===== src/rtl/regfile_pkg.sv =====
// Shared constants and types for the 8x8 general-purpose register file.
// Register 0 is the hardwired zero register on every port.
package regfile_pkg;

  localparam int RF_DATA_W   = 8;
  localparam int RF_ADDR_W   = 3;
  localparam int RF_DEPTH    = 1 << RF_ADDR_W;
  localparam int RF_ZERO_REG = 0;

  typedef logic [RF_ADDR_W-1:0] rf_addr_t;
  typedef logic [RF_DATA_W-1:0] rf_data_t;

endpackage


===== src/rtl/regfile_read_port.sv =====
// One combinational read port: register mux, zero-register masking and an
// optional write-through compare against the port being written this cycle.
module regfile_read_port
  import regfile_pkg::*;
#(
  parameter int DATA_WIDTH   = RF_DATA_W,
  parameter int ADDR_WIDTH   = RF_ADDR_W,
  parameter int WRITE_BYPASS = 0
) (
  input  logic [ADDR_WIDTH-1:0]                       i_addr,
  input  logic [(2**ADDR_WIDTH)-1:0][DATA_WIDTH-1:0]  i_regs,
  input  logic                                        i_rst,
  input  logic                                        i_wr,
  input  logic [ADDR_WIDTH-1:0]                       i_wr_addr,
  input  logic [DATA_WIDTH-1:0]                       i_wr_data,
  output logic [DATA_WIDTH-1:0]                       o_data
);

  localparam logic [ADDR_WIDTH-1:0] ZERO_ADDR = ADDR_WIDTH'(RF_ZERO_REG);

  logic w_is_zero;
  logic w_bypass_hit;

  assign w_is_zero = (i_addr == ZERO_ADDR);

  // Write-through only for a real write to a real register; the compare folds away when disabled.
  assign w_bypass_hit = (WRITE_BYPASS != 0) && i_wr && !i_rst &&
                        (i_wr_addr != ZERO_ADDR) && (i_addr == i_wr_addr);

  always_comb begin
    if (w_is_zero) begin
      o_data = '0;
    end else if (w_bypass_hit) begin
      o_data = i_wr_data;
    end else begin
      o_data = i_regs[i_addr];
    end
  end

endmodule


===== src/rtl/regfile_8x8.sv =====
// 8x8 register file: two combinational read ports, one synchronous write port,
// R0 hardwired to zero. Storage and write logic live here; reads in regfile_read_port.
module regfile_8x8
  import regfile_pkg::*;
#(
  parameter int DATA_WIDTH   = RF_DATA_W,
  parameter int ADDR_WIDTH   = RF_ADDR_W,
  parameter int WRITE_BYPASS = 0
) (
  input  logic                  clk,
  input  logic                  rst,
  input  logic [ADDR_WIDTH-1:0] AA,
  input  logic [ADDR_WIDTH-1:0] BA,
  input  logic [ADDR_WIDTH-1:0] DA,
  input  logic [DATA_WIDTH-1:0] data_in,
  input  logic                  WR,
  output logic [DATA_WIDTH-1:0] data_a,
  output logic [DATA_WIDTH-1:0] data_b
);

  localparam int DEPTH = 2**ADDR_WIDTH;

  logic [DATA_WIDTH-1:0]                r_regs [DEPTH-1:1];
  logic [DEPTH-1:0][DATA_WIDTH-1:0]     w_regs;

  always_ff @(posedge clk) begin
    if (rst) begin
      for (int i = 1; i < DEPTH; i++) begin
        r_regs[i] <= '0;
      end
    end else if (WR) begin
      for (int i = 1; i < DEPTH; i++) begin
        if (DA == i[ADDR_WIDTH-1:0]) begin
          r_regs[i] <= data_in;
        end
      end
    end
  end

  // Slot 0 is a constant so the zero register never carries X.
  always_comb begin
    w_regs[0] = '0;
    for (int i = 1; i < DEPTH; i++) begin
      w_regs[i] = r_regs[i];
    end
  end

  regfile_read_port #(
    .DATA_WIDTH  (DATA_WIDTH),
    .ADDR_WIDTH  (ADDR_WIDTH),
    .WRITE_BYPASS(WRITE_BYPASS)
  ) u_port_a (
    .i_addr   (AA),
    .i_regs   (w_regs),
    .i_rst    (rst),
    .i_wr     (WR),
    .i_wr_addr(DA),
    .i_wr_data(data_in),
    .o_data   (data_a)
  );

  regfile_read_port #(
    .DATA_WIDTH  (DATA_WIDTH),
    .ADDR_WIDTH  (ADDR_WIDTH),
    .WRITE_BYPASS(WRITE_BYPASS)
  ) u_port_b (
    .i_addr   (BA),
    .i_regs   (w_regs),
    .i_rst    (rst),
    .i_wr     (WR),
    .i_wr_addr(DA),
    .i_wr_data(data_in),
    .o_data   (data_b)
  );

endmodule


===== config.mk =====
export PLATFORM = sky130hd
export DESIGN_NAME = regfile_8x8
export DESIGN_NICKNAME = d
export VERILOG_FILES = /design/src/rtl/regfile_pkg.sv /design/src/rtl/regfile_read_port.sv /design/src/rtl/regfile_8x8.sv
export SDC_FILE = /design/constraint.sdc
export NUM_CORES = 1
export LEC_CHECK = 0
export ABC_CLOCK_PERIOD_IN_PS = 1680
export BUFFER_PORTS_ARGS = -buffer_cell sky130_fd_sc_hd__buf_2
export CORE_ASPECT_RATIO = 1.1
export CORE_UTILIZATION = 45
export DETAILED_ROUTE_END_ITERATION = 8
export GPL_TIMING_DRIVEN = 0
export HOLD_SLACK_MARGIN = 0.05
export PLACE_DENSITY = 0.73
export SLEW_MARGIN = 20
export SYNTH_ARGS = -nofsm -noshare
export SYNTH_HDL_FRONTEND = slang
export SYNTH_HIERARCHICAL = 1
export SYNTH_SLANG_ARGS = --single-unit

===== constraint.sdc =====
create_clock -name clk -period 1.68 [get_ports clk]
set_clock_uncertainty 0.1 [all_clocks]
set_input_delay 0.252 -clock clk [delete_from_list [all_inputs] [get_ports clk]]
set_output_delay 0.252 -clock clk [all_outputs]
set_load 0.005 [all_outputs]

==> results of run 1 <==
## area by class of cell
class | count | area (um^2) | share of cell area
buffer | 27 | 196.4 | 0.05131
clock buffer | 5 | 68.82 | 0.01797
clock inverter | 3 | 42.54 | 0.01111
multi-input combinational | 181 | 1578 | 0.4121
sequential | 56 | 1682 | 0.4392
tap | 85 | 106.4 | 0.02778
timing repair buffer | 31 | 155.1 | 0.04052
## critical path, delay by kind of cell (launching register included)
family	cells	cell delay (ns)
flops	1	0.40
buf+inv	1	0.16
compound gates	2	0.40
mux	1	0.28
## per-stage QoR
stage / hold slack (ns) / cells / worst slack [ns] / setup TNS [ns] / area (um^2)
finish: 0.1820 / 388 / -0.2140 / -2.391 / 3829
global route: 0.1924 / 388 / -0.2324 / -3.201 / 3829
CTS: 0.1781 / 388 / -0.1944 / -2.613 / 3737
detailed placement: 0.4971 / 380 / -0.3806 / -9.423 / 3500
global placement: 0.4979 / 380 / -0.3815 / -8.997 / 3500
floorplan: 0.3749 / 264 / 0.1360 / 0 / 3238
## how the worst max path moves through the flow
stage	from	slack [ns]	cells after the start	to
after floorplan	DA[1]	0.14	3	r_regs[0][24]$_SDFFCE_PN0P_
after global placement	DA[1]	-0.38	4	r_regs[0][24]$_SDFFCE_PN0P_
after detailed placement	DA[1]	-0.38	4	r_regs[0][24]$_SDFFCE_PN0P_
after CTS	r_regs[0][1]$_SDFFCE_PN0P_	-0.19	4	data_b[1]
after global routing	r_regs[0][3]$_SDFFCE_PN0P_	-0.23	4	data_b[3]
final	r_regs[0][21]$_SDFFCE_PN0P_	-0.21	4	data_b[5]
## where the power goes
part           total (mW)  leakage, nW  switching [mW]  internal (mW)
Clock               0.858       0.0541           0.417          0.441
Combinational       0.574        0.876           0.319          0.255
Sequential           1.69        0.541          0.0549           1.63
## cell usage in the layout (no fill, tap or decap), types with 3 or more instances in the layout
master                     instances
sky130_fd_sc_hd__buf_6             8
sky130_fd_sc_hd__a311oi_1         14
sky130_fd_sc_hd__a221oi_4          6
sky130_fd_sc_hd__nor2_1           32
sky130_fd_sc_hd__a21o_1            3
sky130_fd_sc_hd__a221oi_2         10
sky130_fd_sc_hd__and3_1           24
sky130_fd_sc_hd__mux2i_1          16
sky130_fd_sc_hd__clkbuf_4          3
sky130_fd_sc_hd__o21bai_2          3
sky130_fd_sc_hd__nor2b_1          20
sky130_fd_sc_hd__clkbuf_8          5
sky130_fd_sc_hd__a211oi_1         16
sky130_fd_sc_hd__edfxtp_1         56
sky130_fd_sc_hd__buf_2            43
sky130_fd_sc_hd__nand2b_1          4
sky130_fd_sc_hd__mux2_4           15
sky130_fd_sc_hd__nand4b_1          8
## per-layer routing
metal	track usage	share of wire	vias to the layer above	wire, um
met2	0.4078	0.52	112	4237
li1	-	-	1119	-
met4	0.1236	0.049	0	405
met1	0.2630	0.39	1188	3169
met3	0.02818	0.050	35	415
met5	0	0	-	0
## repair_timing
| action | CTS | global route |
|---|---|---|
| setup endpoints to repair | 24 | 25 |
| setup buffers | 0 | 0 |
| pin swaps | 8 | 13 |
| hold buffers | 0 | 0 |
| gates resized for setup | 26 | 18 |
==> results by stage, run 1 <==
Finish:
- The register with the most flip-flops in the layout has 56 of them.
- After the last flow step, the layout net total stands at 322.
- The fraction of final layout cells sized beyond drive strength 1 is 0.3399.
- The largest registers in the layout are r_regs x56.
- The relative area change from synthesis to final layout is 18.24%.
- The core occupancy in the finished layout is 0.5464.
- The antenna diode count is 0.
- The number of inserted filler cells in the final layout is 571.
- r_regs holds more flip-flops than any other register.

Floorplanning:
- The die is 90.97 um tall.
- The overall die area is 7540 um^2.
- The area of the placeable core is 7007 um^2.
- The I/O pin count is 36.
- The floorplan has 32 rows.
- The starting density of the core is 0.4621.
- Measured along the x axis, the die boundary spans 82.88 um.

Power:
- Power comes to 3.119 mW.
- The maximum resistive drop on vdd is 0.4171 mV.
- The total power divided by cell area is between 800 and 900 nW/um^2.
- The analysis attributes to cell leakage a power of 1.471 nW.

Clock tree:
- Clock tree synthesis selected as its root buffer the cell sky130_fd_sc_hd__clkbuf_8.
- No sink is reached through more buffers than the 2 on the longest clock path.
- The number of H-tree branching levels is 2.
- The tree built by TritonCTS fans out to 56 sinks.
- TritonCTS built the clock tree.
- The clock-pin slew on the worst setup and hold paths is 0.09 ns.
- TritonCTS created 5 clock buffers.

Hold path:
- The worst hold path cell count is 2.
- The worst-case hold path end point is r_regs[0][17]$_SDFFCE_PN0P_.
- The worst hold-check path type is in2reg.
- The worst hold path begins at data_in[1].

Timing:
- Derived from the worst setup path, the maximum achievable clock frequency is 0.5280 GHz.
- Dividing the final minimum period by the clock period gives 1.127.
- At the pin with the least slew margin, the transition time is between 0.7 and 0.8 ns.
- The count of pins over their slew limit came to 0.
- Setup repair after global routing could not meet its margin everywhere.
- The smallest clock period supported by the final layout is computed as 1.894 ns.
- The post-layout worst setup margin is -0.2140 ns.
- Setup violations remaining at the end of the flow were counted as 16.
- Measured against its own limit, the worst slew margin works out to 0.4727.
- The count of final hold-check violations is 0.

Detailed routing:
- The post-detailed-route wirelength per cell is 21.20 um.
- The post-detailed-route via-to-cell ratio is 6.325.
- Wires add up to about 8000 um.
- The number of design rule violations left after detail routing is 0.
- After the first detailed-routing iteration, the DRC count stood at between 200 and 250.
- The total iterations of the first detailed-routing run is 5.
- The residual antenna-violating net count after detailed routing is 0.
- The via count is 2454.

Run status:
- The run finished, with violations left.
- The checks that failed: setup timing.

Global route:
- The via count of the first global-routing pass came to about 2500.
- For this run the aggregate overflow at the end of global routing stands at 0.
- The largest net degree at the start of global routing is 18.
- The first global-routing pass estimated 13010 um of wire.
- The number of antenna violations at the first check in global routing came to 0.
- For this run, the total global-route usage over all layers was measured as 0.2273.

Setup path:
- STA classifies the critical path endpoint as a primary output.
- The arrival time of the worst setup path is between 1.5 and 2 ns.
- Walking the worst path, the cells encountered are mux2_4, a221oi_2, a311oi_1, buf_2.
- The master of the slowest instance on the critical path is sky130_fd_sc_hd__edfxtp_1.
- The largest fanout on the critical path is 2.
- The worst setup path is of the reg2out kind.
- On the worst path, the slowest cell contributes a delay of 0.40 ns.
- Data on the critical path is required at its endpoint by approximately 1.3 ns.
- The category of the worst setup path launch point is a register.

Placed design:
- The total half-perimeter wirelength after legalization and detailed placement is 5906 um.
- The weighted congestion at the end of routability-driven global placement is 0.7952.
- The count of buffers added on input and output ports is 31.

Synthesis:
- The number of warning messages in the yosys log is 6.
- The number of nets in the synthesized netlist is 284.
- The mapped netlist covers between 3000 and 4000 um^2.
- Synthesis handed over a netlist of 264 instances.
- The mean instance size in the synthesized netlist is 12.27 um^2.

Run:
- Max-cap violations in this run came to 0.
Note: power is estimated with default switching activity, not from simulation.
==> run 2, diff against run 1 <==
--- a/config.mk
+++ b/config.mk
@@ -5,7 +5,7 @@
 export SDC_FILE = /design/constraint.sdc
 export NUM_CORES = 1
 export LEC_CHECK = 0
-export ABC_CLOCK_PERIOD_IN_PS = 1680
+export ABC_CLOCK_PERIOD_IN_PS = 2100
 export BUFFER_PORTS_ARGS = -buffer_cell sky130_fd_sc_hd__buf_2
 export CORE_ASPECT_RATIO = 1.1
 export CORE_UTILIZATION = 45
@@ -16,5 +16,4 @@
 export SLEW_MARGIN = 20
 export SYNTH_ARGS = -nofsm -noshare
 export SYNTH_HDL_FRONTEND = slang
-export SYNTH_HIERARCHICAL = 1
 export SYNTH_SLANG_ARGS = --single-unit
==> constraint.sdc (replaced) <==
create_clock -name clk -period 2.1 [get_ports clk]
set_clock_uncertainty 0.1 [all_clocks]
set_input_delay 0.315 -clock clk [delete_from_list [all_inputs] [get_ports clk]]
set_output_delay 0.315 -clock clk [all_outputs]
set_load 0.005 [all_outputs]
==> results by stage, run 2 <==
Run status:
- Outcome: completed (was finished with violations).

Power:
- The combinational cell fraction of total power came to 0.164 (was 0.184).
- The share of total power in the clock network came to 0.252 (was 0.275).
- The sequential share of power is 0.583 (was 0.541).
- The net switching share of the total power came to 0.2612 (was 0.2536).
- The total power divided by cell area came to 646.6 nW/um^2 (was 814.5 nW/um^2).
- The internal power consumption is 1.702 mW (was 2.328 mW).
- The total power was 2.304 mW (was 3.119 mW).
- The static leakage was 1.334 nW (was 1.471 nW).
- The maximum resistive drop on vdd is 0.3070 mV (was 0.4171 mV).
- The net switching power figure is 601.8 uW (was 791.0 uW).

Synthesis:
- For this run, the leading register cell type out of synthesis is sky130_fd_sc_hd__edfxtp_1.
- The netlist uses 30 different library cells.
- The most common cell in the netlist is sky130_fd_sc_hd__and2_1.
- The number of warning messages in the yosys log is 0 (was 6).
- The synthesized flop and latch total is 56.
- The mapped cell area is 3202 um^2 (was 3238 um^2).
- sky130_fd_sc_hd__edfxtp_1 takes more of the synthesized area than any other cell.
- The area share of the largest cell type after synthesis is 0.5252.
- The synthesized net count is 267 (was 284).
- The count of flip-flops with a built-in enable after synthesis is 56.
- The share of flip-flops with an asynchronous set or reset is 0.
- Sorting the synthesized cells by how often they occur yields sky130_fd_sc_hd__and2_1, sky130_fd_sc_hd__edfxtp_1, sky130_fd_sc_hd__mux2i_1.
- The synthesized instance count was 247 (was 264).
- In the post-synthesis netlist, the biggest area contributors are sky130_fd_sc_hd__edfxtp_1, sky130_fd_sc_hd__and2_1, sky130_fd_sc_hd__mux2i_1.
- The mean instance size in the synthesized netlist is 12.96 um^2 (was 12.27 um^2).
- Of the synthesized area, sequential elements account for 0.5252.

Setup path:
- The capture point of the worst path is data_b[6] (was data_b[5]).
- The largest fanout on the critical path is 2 (unchanged).
- The path type of the worst setup path is reg2out (unchanged).
- The required time reported for the critical path endpoint was 1.68 ns (was 1.33 ns).
- The origin of the worst setup path is r_regs[0][30]$_SDFFCE_PN0P_ (was r_regs[0][21]$_SDFFCE_PN0P_).
- The category of the worst setup path launch point is a register (unchanged).
- The arrival time of the worst setup path is 1.62 ns (was 1.54 ns).
- The endpoint type of the worst setup path was a primary output (unchanged).

Clock tree:
- The clock-pin slew on the worst setup and hold paths was 0.09 ns (about the same).
- The CTS sink count is 56 (unchanged).
- The maximum count of clock buffers along a single path came to 2 (unchanged).
- The setup fix buffers added after clock tree synthesis is 0 (unchanged).
- The number of H-tree branching levels was 2 (unchanged).
- The number of buffers added by the clock tree synthesis step is 5 (unchanged).
- The clock tree root buffer cell is sky130_fd_sc_hd__clkbuf_8 (unchanged).
- The TritonCTS clock tree is done (unchanged).

Global route:
- The global router's overall resource usage is 0.2269 (was 0.2273).
- The largest net degree at the start of global routing is 17 (was 18).
- The via count of the first global-routing pass came to 2195 (was 2509).
- The number of antenna violations at the first check in global routing came to 0 (unchanged).
- The wire length of the first global-routing pass is 11780 um (was 13010 um).
- The total congestion overflow is 0 (unchanged).

Placed design:
- The cell count after placement was 359 (was 380).
- The minimum setup slack after placement is 0.05490 ns (was -0.3806 ns).
- The number of port buffers is 30 (was 31).
- The weighted congestion at the end of routability-driven global placement is 0.8311 (was 0.7952).
- The total half-perimeter wirelength after legalization and detailed placement is 5524 um (was 5906 um).

Finish:
- Commonest cells after routing, fill and taps aside: sky130_fd_sc_hd__and2_1, sky130_fd_sc_hd__edfxtp_1, sky130_fd_sc_hd__buf_2, sky130_fd_sc_hd__mux2i_1, sky130_fd_sc_hd__a221oi_1 (was sky130_fd_sc_hd__edfxtp_1, sky130_fd_sc_hd__buf_2, sky130_fd_sc_hd__nor2_1, sky130_fd_sc_hd__and3_1, sky130_fd_sc_hd__nor2b_1).
- The non-filler instance count after layout is 367 (was 388).
- The antenna diode count is 0 (unchanged).
- The fraction of final layout cells sized beyond drive strength 1 came to 0.2737 (was 0.3399).
- Largest registers in the final layout: r_regs x56 (unchanged).
- The core occupancy in the finished layout is 0.5280 (was 0.5464).
- The leading cell type in the layout, fill and taps excluded is sky130_fd_sc_hd__and2_1 (was sky130_fd_sc_hd__edfxtp_1).
- The relative area change from synthesis to final layout is 11.29% (was 18.24%).
- The number of nets in the layout is 304 (was 322).
- The flip-flop count of the largest register, all copies and words added is 56 (unchanged).
- The register with the most flip-flops is r_regs (unchanged).

Floorplanning:
- The area of the placeable core is 6749 um^2 (was 7007 um^2).
- The die span in x is 82.43 um (was 82.88 um).
- The number of placement rows was 31 (was 32).
- The I/O pin count is 36 (unchanged).
- The overall die area is 7457 um^2 (was 7540 um^2).
- The die height came to 90.47 um (was 90.97 um).
- The starting density of the core came to 0.4744 (was 0.4621).

Detailed routing:
- The post-detailed-route via-to-cell ratio is 5.894 (was 6.325).
- The via count came to 2163 (was 2454).
- The total iterations of the first detailed-routing run is 4 (was 5).
- The routed wire length is 7936 um (was 8227 um).
- The number of violations reported at the end of detailed-routing iteration 0 is 97 (was 217).
- The residual antenna-violating net count after detailed routing is 0 (unchanged).
- The post-detailed-route wirelength per cell is 21.62 um (was 21.20 um).
- The number of design rule violations left after detail routing is 0 (unchanged).

Timing:
- The final-layout worst hold slack is 0.2521 ns (was 0.1820 ns).
- The peak clock frequency supported by timing is between 0.4 and 0.5 GHz.
- Setup repair after global routing missed its margin: true (unchanged).
- The routed design could run at a clock period as short as 2.031 ns.
- Of the available clock period, the critical path in the final layout requires 0.9671.
- The measured slew at the worst slew-check pin is 0.9454 ns (was 0.7894 ns).
- The headroom to the max-slew limit was 0.3655 (was 0.4727).
- The final count of negative-setup-slack endpoints is 0 (was 16).
- The count of pins over their slew limit is 0 (unchanged).
- The post-layout worst setup margin was 0.06903 ns (was -0.2140 ns).
- The count of final hold-check violations is 0 (unchanged).

Run:
- The number of violations of the max-capacitance limit was 0 (unchanged).

Hold path:
- The worst hold-check path type is in2reg (unchanged).
[run 2: repair_timing]
action	in CTS	in global routing
endpoints found under the setup margin	1	3
resized for setup	1	3
hold buffers	0	0
[run 2: kinds of logic after synthesis]
family,synth area share
and+or+nand+nor,0.1665
DFF,0.5252
muxes,0.1372
buffers and inverters,0.04298
AOI/OAI and AO/OA,0.1282
[run 2: worst max-delay path: stages, from the launching register on]
cell,delay (ns)
sky130_fd_sc_hd__edfxtp_1,0.41
sky130_fd_sc_hd__mux2_2,0.28
sky130_fd_sc_hd__a221oi_1,0.35
sky130_fd_sc_hd__a311oi_1,0.09
sky130_fd_sc_hd__buf_2,0.17
[run 2: power groups by stage]
stage / Sequential [mW] / Clock (mW) / Combinational (mW)
floorplan: 1.36 / 0 / 0.235
global placement: 1.36 / 0 / 0.364
detailed placement: 1.37 / 0 / 0.374
CTS: 1.34 / 0.577 / 0.376
global route: 1.35 / 0.619 / 0.406
finish: 1.34 / 0.581 / 0.379
[run 2: worst min path at each step]
stage	from	endpoint	slack (ns)	depth (start not counted)
4_1_cts	data_in[0]	r_regs[0][56]$_SDFFCE_PN0P_	0.26	2
3_3_place_gp	data_in[3]	r_regs[0][35]$_SDFFCE_PN0P_	0.58	2
3_5_place_dp	data_in[0]	r_regs[0][16]$_SDFFCE_PN0P_	0.59	2
2_1_floorplan	data_in[2]	r_regs[0][10]$_SDFFCE_PN0P_	0.41	1
5_1_grt	data_in[0]	r_regs[0][8]$_SDFFCE_PN0P_	0.26	2
6_report	data_in[0]	r_regs[0][16]$_SDFFCE_PN0P_	0.25	2
[run 2: metrics by stage]
stage | cell area, um^2 | TNS, ns
2_1_floorplan | 3202 | 0
3_3_place_gp | 3455 | -5.441
3_5_place_dp | 3460 | 0
4_1_cts | 3550 | 0
5_1_grt | 3563 | -0.003463
6_report | 3563 | 0
[run 2: cell type report]
class / count / area (um^2)
fill: 582 / 3186
sequential: 56 / 1682
multi-input combinational: 172 / 1408
timing repair buffer: 30 / 150.1
buffer: 17 / 130.1
tap: 82 / 102.6
clock buffer: 6 / 72.57
clock inverter: 2 / 11.26
inverter: 2 / 7.507
[run 2: layer usage]
metal	GRT usage	part of all wire	vias up
li1	-	-	1023
met5	0	0	-
met4	0.09795	0.028	0
met3	0.03333	0.072	19
met2	0.3974	0.52	95
met1	0.2677	0.38	1026
